[config.mk]
export PLATFORM = sky130hd
export DESIGN_NAME = cmp_sort_ctrl
export DESIGN_NICKNAME = d
export VERILOG_FILES = /design/src/rtl/cmp_sort_ctrl.sv
export SDC_FILE = /design/constraint.sdc
export NUM_CORES = 1
export LEC_CHECK = 0
export BUFFER_PORTS_ARGS = -buffer_cell sky130_fd_sc_hd__buf_2
export CORE_UTILIZATION = 57
export DETAILED_ROUTE_END_ITERATION = 16
export GPL_ROUTABILITY_DRIVEN = 0
export PLACE_DENSITY_LB_ADDON = 0.2
export SLEW_MARGIN = 20
export SYNTH_ARGS = -nofsm -noshare
export SYNTH_HDL_FRONTEND = slang
export SYNTH_SLANG_ARGS = --single-unit
[constraint.sdc]
create_clock -name clk -period 3.3 [get_ports clk]
set_clock_uncertainty 0.2 [all_clocks]
set_input_delay 0 -clock clk [delete_from_list [all_inputs] [get_ports clk]]
set_output_delay 0 -clock clk [all_outputs]
set_load 0.05 [all_outputs]
[src/rtl/cmp_sort_ctrl.sv]
// rtl/cmp_sort_ctrl.sv - bubble-sort sequencer driving one shared external 4-bit comparator
// Loads N samples, sorts them ascending one compare per cycle, and exposes a combinational read port.
module cmp_sort_ctrl #(
  parameter int N = 4
) (
  input  logic       clk,
  input  logic       rst,
  input  logic       in_valid,
  input  logic [3:0] in_data,
  output logic       in_ready,
  input  logic       start,
  input  logic       clear,
  output logic       busy,
  output logic       done,
  output logic       err,
  output logic [7:0] swap_count,
  input  logic [3:0] rd_addr,
  output logic [3:0] rd_data,
  output logic [3:0] cmp_a,
  output logic [3:0] cmp_b,
  input  logic       cmp_less,
  input  logic       cmp_equal,
  input  logic       cmp_greater
);

  localparam int AW = $clog2(N);
  localparam logic [4:0]    FILL_FULL = 5'(N);
  localparam logic [AW-1:0] LAST_IDX  = AW'(N - 2);
  localparam logic [AW-1:0] IDX_ONE   = AW'(1);

  typedef enum logic [1:0] {
    IDLE,
    CMP,
    SWAP,
    DONE
  } state_t;

  state_t        state;
  logic [3:0]    mem [N];
  logic [4:0]    fill;
  logic [AW-1:0] i;
  logic [AW-1:0] pass;
  logic          swapped;

  logic [AW-1:0] i_next;
  logic          one_hot;
  logic          pass_end;
  logic          swapped_post;
  logic          sort_finished;

  assign i_next  = i + IDX_ONE;
  assign one_hot = (cmp_less + cmp_equal + cmp_greater) == 2'd1;

  // End-of-pass decision uses the swapped flag as it will be after this cycle's SWAP.
  assign pass_end      = (i == LAST_IDX);
  assign swapped_post  = (state == SWAP) || swapped;
  assign sort_finished = !swapped_post || (pass == LAST_IDX);

  assign in_ready = (state == IDLE) && (fill < FILL_FULL);
  assign busy     = (state == CMP) || (state == SWAP);
  assign done     = (state == DONE);
  assign cmp_a    = busy ? mem[i] : 4'd0;
  assign cmp_b    = busy ? mem[i_next] : 4'd0;
  assign rd_data  = ({1'b0, rd_addr} < FILL_FULL) ? mem[rd_addr[AW-1:0]] : 4'd0;

  always_ff @(posedge clk or posedge rst) begin
    if (rst) begin
      state      <= IDLE;
      fill       <= '0;
      i          <= '0;
      pass       <= '0;
      swapped    <= 1'b0;
      err        <= 1'b0;
      swap_count <= '0;
      for (int k = 0; k < N; k++) begin
        mem[k] <= '0;
      end
    end else begin
      case (state)
        IDLE: begin
          if (clear) begin
            fill <= '0;
            err  <= 1'b0;
          end else begin
            if (in_valid && in_ready) begin
              mem[fill[AW-1:0]] <= in_data;
              fill              <= fill + 5'd1;
            end
            if (start && (fill == FILL_FULL)) begin
              state      <= CMP;
              i          <= '0;
              pass       <= '0;
              swapped    <= 1'b0;
              swap_count <= '0;
            end
          end
        end

        CMP, SWAP: begin
          if (state == SWAP) begin
            mem[i]      <= mem[i_next];
            mem[i_next] <= mem[i];
            swap_count  <= swap_count + 8'd1;
            swapped     <= 1'b1;
          end else if (!one_hot) begin
            err <= 1'b1;
          end

          // A malformed comparator result is treated as "no swap".
          if ((state == CMP) && one_hot && cmp_greater) begin
            state <= SWAP;
          end else if (!pass_end) begin
            i     <= i_next;
            state <= CMP;
          end else if (sort_finished) begin
            state <= DONE;
          end else begin
            pass    <= pass + IDX_ONE;
            i       <= '0;
            swapped <= 1'b0;
            state   <= CMP;
          end
        end

        DONE: begin
          if (clear) begin
            state <= IDLE;
            fill  <= '0;
            err   <= 1'b0;
          end
        end

        default: state <= IDLE;
      endcase
    end
  end

endmodule

Word-level counts from Yosys, hierarchy flattened --
Index checks and enable logic that the tools add are counted.
Cells by class: add/sub/neg operators 6, multipliers 0, div/mod/pow operators 0, $lt $le $gt $ge 9, equal/unequal tests 20, shift-type cells 0, multiplexer cells 61, bitwise logic cells 4, reductions and logical operators 25
Operators by type and width (number):
- $bwmux 16 | 3
- $mux 16 | 3
- $mux 4 | 12
- $pmux 16 s2 | 1
- $mux 2 | 14
- $bmux 4 s2 | 3
- $demux 4 s2 | 3
- $mux 8 | 3
- $ne 2x2->1 const B | 8
- $pmux 8 s2 | 1
- $mux 5 | 3
- $ge 3x3->1 const B | 4
- $not 2->3 | 4
- $reduce_and 3->1 | 4
- $pmux 5 s2 | 1
- $lt 3x1->1 const B | 3
- $mux 1 | 9
- $add 8x1->8 const B | 1
- $eq 2x2->1 const B | 4
- $logic_and 1x1->1 | 8
- $pmux 2 s2 | 2
- $reduce_and 4->1 | 2
- $ne 2x1->1 const B | 3
- $pmux 2 s3 | 1
- other kinds (18) | 25
Word-level totals: bits in registers 37, bits in latches 0, bits in writable memories 0, bits in read-only memories 0, input port bits 16, output and inout bits 24, logic and storage cells 136, memories kept 0

Depth between registers and ports, before layout --
Gate-level depths: netlist of run 1.
depth after elaboration 9, depth in mapped cells 7, gate-level depth less buffers 6

Least setup slack after synthesis of run 1 --
OpenSTA, ideal clock, no wires.
kind register to output, start register state[0], end output in_ready, arrival time 2.605 ns, data required time 3.100 ns, slack 0.495 ns, stages on the path, launching flop included 5, buffers on the path 1, cell sequence dfrtp_1 -> inv_1 -> ha_1 -> clkbuf_1 -> nor4b_1
Between the ends: longest elaborated chain between the ends 2
Ends and longest elaborated chain:
- start, declared | line 38 | state_t state;
- start signal, assigned | line 68 | state <= IDLE;
- start signal, assigned | line 90 | state <= CMP;
- start signal, assigned | line 111 | state <= SWAP;
- $logic_not 2->1 | line 59 | assign in_ready = (state == IDLE) && (fill < FILL_FULL);
- $logic_and 1x1->1 | line 59
- end, declared | line 10 | output logic in_ready,
Every way passes these cells.

Final worst setup path of run 1 --
start register i[1], end output cmp_b[2]
Between the ends: longest elaborated chain between the ends 6
Ends and longest elaborated chain:
- start, declared | line 41 | logic [AW-1:0] i;
- start signal, assigned | line 113 | i <= i_next;
- $add 2x1->2 | line 51 | assign i_next = i + IDX_ONE;
- $not 2->3 (implied by the code) | line 63 | assign cmp_b = busy ? mem[i_next] : 4'd0;
- $bmux 4 s2 | line 63
- $mux 4 (implied by the code) (2 in series) | line 63
- $mux 4 | line 63
- end, declared | line 20 | output logic [3:0] cmp_b,
Every way passes these cells. The select of a mux whose other input is x is not followed.

==> results of run 1 <==
-- cells by family (layout without fill, tap and decap cells) --
| family | count (synthesis) | count (layout) | share of synthesized area [%] |
|---|---|---|---|
| mux | 35 | 35 | 16.2 |
| simple gates | 111 | 111 | 20.3 |
| compound gates | 84 | 84 | 20.9 |
| buf+inv | 27 | 70 | 3.43 |
| fa+ha+maj | 18 | 18 | 7.87 |
| flops | 37 | 37 | 31.3 |
-- Yosys cell counts, drive strengths merged, types with 4 or more instances --
library cell  count  area [um^2]
and3b             8         70.1
clkbuf           10         37.5
o31ai             9         67.6
mux4              8          180
o21ai            17         85.1
nor2             18         67.6
nand2            32          120
nand2b            4         25.0
inv              16         60.1
nor3              6         30.0
dfrtp            37          926
nor2b             7         43.8
ha               17          213
and3              5         31.3
nor3b             4         30.0
and2              5         31.3
nand3             7         35.0
mux2             24          270
a22oi            32          240
-- report_power, final --
group          switching [mW]  total (mW)  leakage (nW)  internal (mW)
sequential              0.192       0.815         0.474          0.623
combinational            1.42        2.20          1.05          0.782
clock                   0.163       0.352        0.0542          0.189
total                    1.77        3.37          1.58           1.59
-- how the worst max path moves through the flow --
stage | startpoint | end | slack [ns] | depth (start not counted)
finish | i[1] | cmp_b[2] | 0.41 | 5
global route | i[1] | mem[12] | 0.25 | 6
CTS | i[1] | cmp_b[1] | 0.43 | 5
detailed placement | i[1] | mem[12] | 0.48 | 6
global placement | i[1] | mem[12] | 0.49 | 6
floorplan | state[0] | in_ready | 0.50 | 4
-- critical path, stage by stage (launching register included) --
cell     delay, ns
dfrtp_1       0.61
inv_1         0.27
ha_1          0.52
mux4_2        0.61
and2_1        0.18
buf_2         0.20
-- sequential cells by signal, indices dropped and copies added (netlist names) --
name,cells
mem,16
swapped,1
err,1
pass,2
state,2
fill,5
swap_count,8
i,2
-- layout make-up --
class | count | area, um^2 | share of cell area (%)
Clock buffer | 7 | 96.3 | 2.87
Clock inverter | 1 | 5.00 | 0.149
Inverter | 16 | 60.1 | 1.79
Multi-Input combinational cell | 248 | 1930 | 57.6
Sequential cell | 37 | 926 | 27.6
Tap cell | 67 | 83.8 | 2.50
Timing Repair Buffer | 46 | 253 | 7.53
-- per-stage QoR --
stage | utilization, % | total power [mW] | hold WS (ns)
after floorplan | - | 2.47 | -0.0225
after global placement | 66.7 | 2.94 | -0.0647
after detailed placement | 66.7 | 2.99 | -0.0611
after CTS | 69.2 | 3.34 | 0.115
after global routing | 69.2 | 3.59 | 0.191
final | 69.2 | 3.37 | 0.131
-- layer usage --
| layer | up-vias | track usage (%) |
|---|---|---|
| li1 | 1261 | - |
| met5 | - | 0 |
| met3 | 10 | 5.01 |
| met4 | 0 | 12.8 |
| met2 | 126 | 42.4 |
| met1 | 1271 | 42.4 |
-- repair_timing --
action | in CTS | in global routing
endpoints found under the setup margin | 0 | 0
hold buffers | 2 | 0
endpoints found under the hold margin | 41 | 0
setup buffers | 0 | 0
==> results.md, run 1 <==
- Status: completed
- Yosys reg bits: 37
- RSZ-0062 raised after global routing: no
- Clk_lat worst skew: 0.29 ns
- CP endpoint kind: output port
- Core ar.: 4850 um^2
- Post-Synthesis Cells: 312
- Die width: 74.0 um
- Initial antenna violation count: 0
- Placed Area: 3230 um^2
- IO Count: 40
- Number of synthesized flops with an enable pin: 0
- Critical path data arrival time: 2.69 ns
- DP Wirelength: 5500 um
- Fin Setup TNS: 0 ns
- Flop-to-flop setup slack: 0.43 ns
- Met2 wire length: 3430 um
- Tmin final: 2.89 ns
- Power Density: 1000 nW/um^2
- Synth async-reset ratio: 100%
- Yosys warns: 0
- CTS Buf Count: 5
- Max_cap viols: 0
- WP data required: 3.10 ns
- CTS tree: built
- DR pass1 iterations: 5
- Worst slew margin: 50.7%
- DRC: 0
- Syn Area/Cell: 9.48 um^2
- FMAX: 0.347 GHz
- Initial Utilization: 61.0%
- Detailed router's first-iteration violation count: 215
- Post-synthesis sequential area ratio: 31.3%
- Metal-1 WL: 3480 um
- Origin of the critical flop-to-flop path: i[1]
- Max-slew violations: 0
- R2R depth: 6
- Post-DR wirelength/cell: 17.8 um
- Vias in the first global route: 2,480
- Crit Path Max Fanout: 15
- Final instance area: 3350 um^2
- Met3 WL: 499 um
- Fill count: 394
- Cell variety after synth: 49
- Net count after synthesis: 346
- Setup crit start kind: register
- Clk root buf: clkbuf_8
- CTS max path bufs: 2
- Drt via density: 6.32
- GR Overflow Total: 0
- IR drop worst, VDD: 661 uV
- Final Cycle Share: 87.4%
- Non-Filler Instances: 422
- Least-Margin Pin Slew: 0.738 ns
- Inserted Diodes: 0
- Largest net degree at the start of global routing: 38
- Top routing layer in use: met4
- Num Clock Sinks: 37
- Routed Antenna Nets: 0
- Reg clk slew, reported paths: 0.07 ns
- Row count: 25
- Most common cell after layout, fill and taps aside: buf_2
- Via count: 2,668
- WS Path Type: reg2out
- Resized cells post-CTS: 0
- H-tree levels: 2
- Dpl ws: 0.478 ns
- First-pass GRT wire length: 11,900 um
- IO buf count: 39
- Worst r2r dst: mem[12]
- Final setup vio count: 0
- Fin worst setup slack: 0.414 ns
- Fin nets: 388
- WL final: 7500 um
- Min-delay src: cmp_greater
- Commonest cells after routing, fill and taps aside: 39 x buf_2, 37 x dfrtp_1, 32 x nand2_1, 32 x a22oi_1, 24 x mux2_2
- Most used flip-flop cell after synthesis: dfrtp_1
- Synthesized cell area: 2960 um^2
- Die area: 5480 um^2
- Layout cells sized above 1: 25.4%
- Area grow syn2layout: 13.4%
- Hold WC Path Type: in2reg
- Die Y: 74.0 um
- Overall routing resource usage: 29.1%
- Hold path cells: 5
- Hold path endpoint: swapped
- Fin. Hold Viols: 0
- Lkg Pwr: 1.58 nW
- Placed Cells incl. Taps: 412
Note: power is estimated with default switching activity, not from simulation.
==> inputs of run 2 (changes only) <==
--- a/config.mk
+++ b/config.mk
@@ -6,7 +6,7 @@
 export NUM_CORES = 1
 export LEC_CHECK = 0
 export BUFFER_PORTS_ARGS = -buffer_cell sky130_fd_sc_hd__buf_2
-export CORE_UTILIZATION = 57
+export CORE_UTILIZATION = 53
 export DETAILED_ROUTE_END_ITERATION = 16
 export GPL_ROUTABILITY_DRIVEN = 0
 export PLACE_DENSITY_LB_ADDON = 0.2
==> constraint.sdc (replaced) <==
create_clock -name clk -period 2.63 [get_ports clk]
set_clock_uncertainty 0.2 [all_clocks]
set_input_delay 0 -clock clk [delete_from_list [all_inputs] [get_ports clk]]
set_output_delay 0 -clock clk [all_outputs]
set_load 0.05 [all_outputs]
==> run 2 against run 1 <==
Net effect: combinational power grew 32%; cell count grew 2.4%; routed wire length rose by 7.2%; largest power group unchanged; highest routed layer unchanged; core utilization shrank 3.6 points; sequential share of layout area down 0.64 points; die area grew 7.3%; register-to-register slack worse by 0.32 ns; sequential power grew 26%; count of clock-buffer cells in the layout decreased by 2.
==> results.md, run 2 (same netlist as run 1, synthesis figures left out) <==
- Clk_lat worst skew: 0.30 ns (about the same)
- Max_cap viols: 0 (unchanged)
- Final instance area: 3430 um^2 (+2.4%)
- Fin Setup TNS: 0 ns (unchanged)
- Max-slew violations: 0 (unchanged)
- Placed Area: 3310 um^2 (+2.2%)
- CTS Buf Count: 5 (unchanged)
- DRC: 0 (unchanged)
- First-pass GRT wire length: 13,000 um (+9.1%)
- Crit Path Max Fanout: 6 (-9)
- CTS max path bufs: 2 (unchanged)
- Least-Margin Pin Slew: 0.931 ns (+0.193 ns)
- IR drop worst, VDD: 627 uV (-5.2%)
- Fin. Hold Viols: 0 (unchanged)
- Largest net degree at the start of global routing: 24 (-37%)
- Part of the power in the clock network: 11.1% (+0.6 points)
- WP buf/inv: 0 (-2)
- Flop-to-flop setup slack: 0.11 ns (-0.32 ns)
- Slowest-stage cell, CP: or4b_1
- Sw Pwr: 2.32 mW (+31%)
- Lkg Pwr: 1.61 nW (+2.5%)
- CP endpoint kind: register
- Setup crit start kind: register
- Row count: 26 (+4.0%)
- Final Cycle Share: 96.0%
- CP top delay family: compound AO/OA/AOI/OAI gates
- Initial Utilization: 56.5% (-4.5 points)
- IO buf count: 39 (unchanged)
- Top Registers: mem: 16 flops, swap_count: 8 flops, fill: 5 flops
- Most common cell after layout, fill and taps aside: buf_2
- Commonest cells after routing, fill and taps aside: 39 x buf_2, 37 x dfrtp_1, 32 x nand2_1, 32 x a22oi_1, 24 x mux2_2
- Overall routing resource usage: 28.1% (-0.98 points)
- Comb power frac: 65.7% (+0.4 points)
- CTS tree: built
- Num Clock Sinks: 37 (unchanged)
- Sw Ratio: 52.5% (-0.14 points)
- P_int: 2.10 mW (+32%)
- H-tree levels: 2 (unchanged)
- WS Path Type: reg2reg
- Number of flip-flops in the largest register: 16 (unchanged)
- Tmin final: 2.52 ns
- Detailed router's first-iteration violation count: 312 (+45%)
- Area grow syn2layout: 16.1%
- Critical path data arrival time: 2.51 ns (-0.18 ns)
- Drt via density: 6.50 (+2.9%)
- Layout cells sized above 1: 27.9% (+2.5 points)
- Via count: 2,810 (+5.3%)
- Die Y: 76.7 um (+3.6%)
- Routed Antenna Nets: 0 (unchanged)
- Power Density: 1290 nW/um^2 (+28%)
- Final hold slack: 0.134 ns (+0.00273 ns)
- RSZ-0062 raised after global routing: no
- Clk root buf: clkbuf_8
- Initial antenna violation count: 0 (unchanged)
- WP data required: 2.61 ns (-0.49 ns)
- Post-DR wirelength/cell: 18.6 um (+4.7%)
- Inserted Diodes: 0 (unchanged)
- Final setup vio count: 0 (unchanged)
- CP peak stage delay: 0.57 ns (-0.04 ns)
- Status: completed
- Fill count: 436 (+11%)
- Die width: 76.7 um (+3.6%)
- GR Overflow Total: 0 (unchanged)
- Critical Path Stages: 4 (-1)
- WL final: 8040 um (+7.2%)
- Hold path cells: 6 (+1)
- Vias in the first global route: 2,607 (+5.1%)
- R2R depth: 4 (-2)
- IO Count: 40 (unchanged)
- Hold WC Path Type: in2reg
- Die area: 5880 um^2 (+7.3%)
- Reg clk slew, reported paths: 0.07 ns (about the same)
- Largest reg by FF count: mem
- Core ar.: 5240 um^2 (+8.0%)
- Fin nets: 396 (+2.1%)
- Worst path cell trace: or4b_1, a221o_1, a211oi_4, mux2_2
- Worst slew margin: 37.9% (-13 points)
- Flop pwr share: 23.2% (-1.0 points)
- FMAX: 0.396 GHz
- Final core occ: 65.6% (-3.6 points)
- DR pass1 iterations: 5 (unchanged)
- DP Wirelength: 5910 um (+7.4%)
- # Post-CTS Setup Buffers: 0 (unchanged)
-- run 2: cell types whose count changed in the layout (fill, tap and decap cells not counted), sizes merged --
| cell | before | now |
|---|---|---|
| buf | 44 | 52 |
| clkbuf | 7 | 5 |
| bufinv | 0 | 1 |
-- run 2: layer usage --
metal / wire [um] / GRT usage [%] / vias to the layer above
met3: 713 / 7.26 / 18
met5: 0 / 0 / -
met2: 3620 / 41.8 / 162
met4: 117 / 5.96 / 0
li1: - / - / 1270
met1: 3590 / 41.0 / 1360
-- run 2: cell type report --
type,count,area (um^2),area share (%)
multi-input combinational,248,1940,56.6
inverter,16,60.1,1.75
sequential,37,926,27.0
clock inverter,2,35.0,1.02
timing repair buffer,54,313,9.11
tap,70,87.6,2.55
clock buffer,5,68.8,2.00
-- run 2: path summary, 6_finish.rpt --
kind                                   from      end
worst max-delay path                fill[3]   mem[7]
worst min-delay path            cmp_greater      err
worst max register to register      fill[3]   mem[7]
worst min register to register      pass[0]  pass[0]
max in group asynchronous               rst  fill[0]
min in group asynchronous               rst   mem[0]
-- run 2: worst reg2reg max path, cell delays in order (launching register included) --
cell and delay [ns]:
dfrtp_1 0.44, or4b_1 0.57, a221o_1 0.52, a211oi_4 0.30, mux2_2 0.38
-- run 2: timing repair --
item                                    in CTS  in global routing
resized for setup                            0                  2
hold buffers                                 2                  0
hold endpoints to repair                    25                  0
endpoints found under the setup margin       0                  4
-- run 2: power by group through the flow --
stage / Combinational, mW / Sequential (mW) / Clock (mW)
after floorplan: 1.99 / 1.12 / 0
after global routing: 3.11 / 1.05 / 0.520
final: 2.91 / 1.03 / 0.490
after detailed placement: 2.83 / 1.02 / 0
after CTS: 2.85 / 1.02 / 0.494
after global placement: 2.81 / 1.01 / 0
-- run 2: stage by stage --
stage	total power, mW	setup slack (ns)	cells
3_3_place_gp	3.82	0.162	423
2_1_floorplan	3.11	0.0138	312
5_1_grt	4.68	0.0573	432
4_1_cts	4.36	0.0575	432
3_5_place_dp	3.86	0.0878	423
6_report	4.42	0.106	432
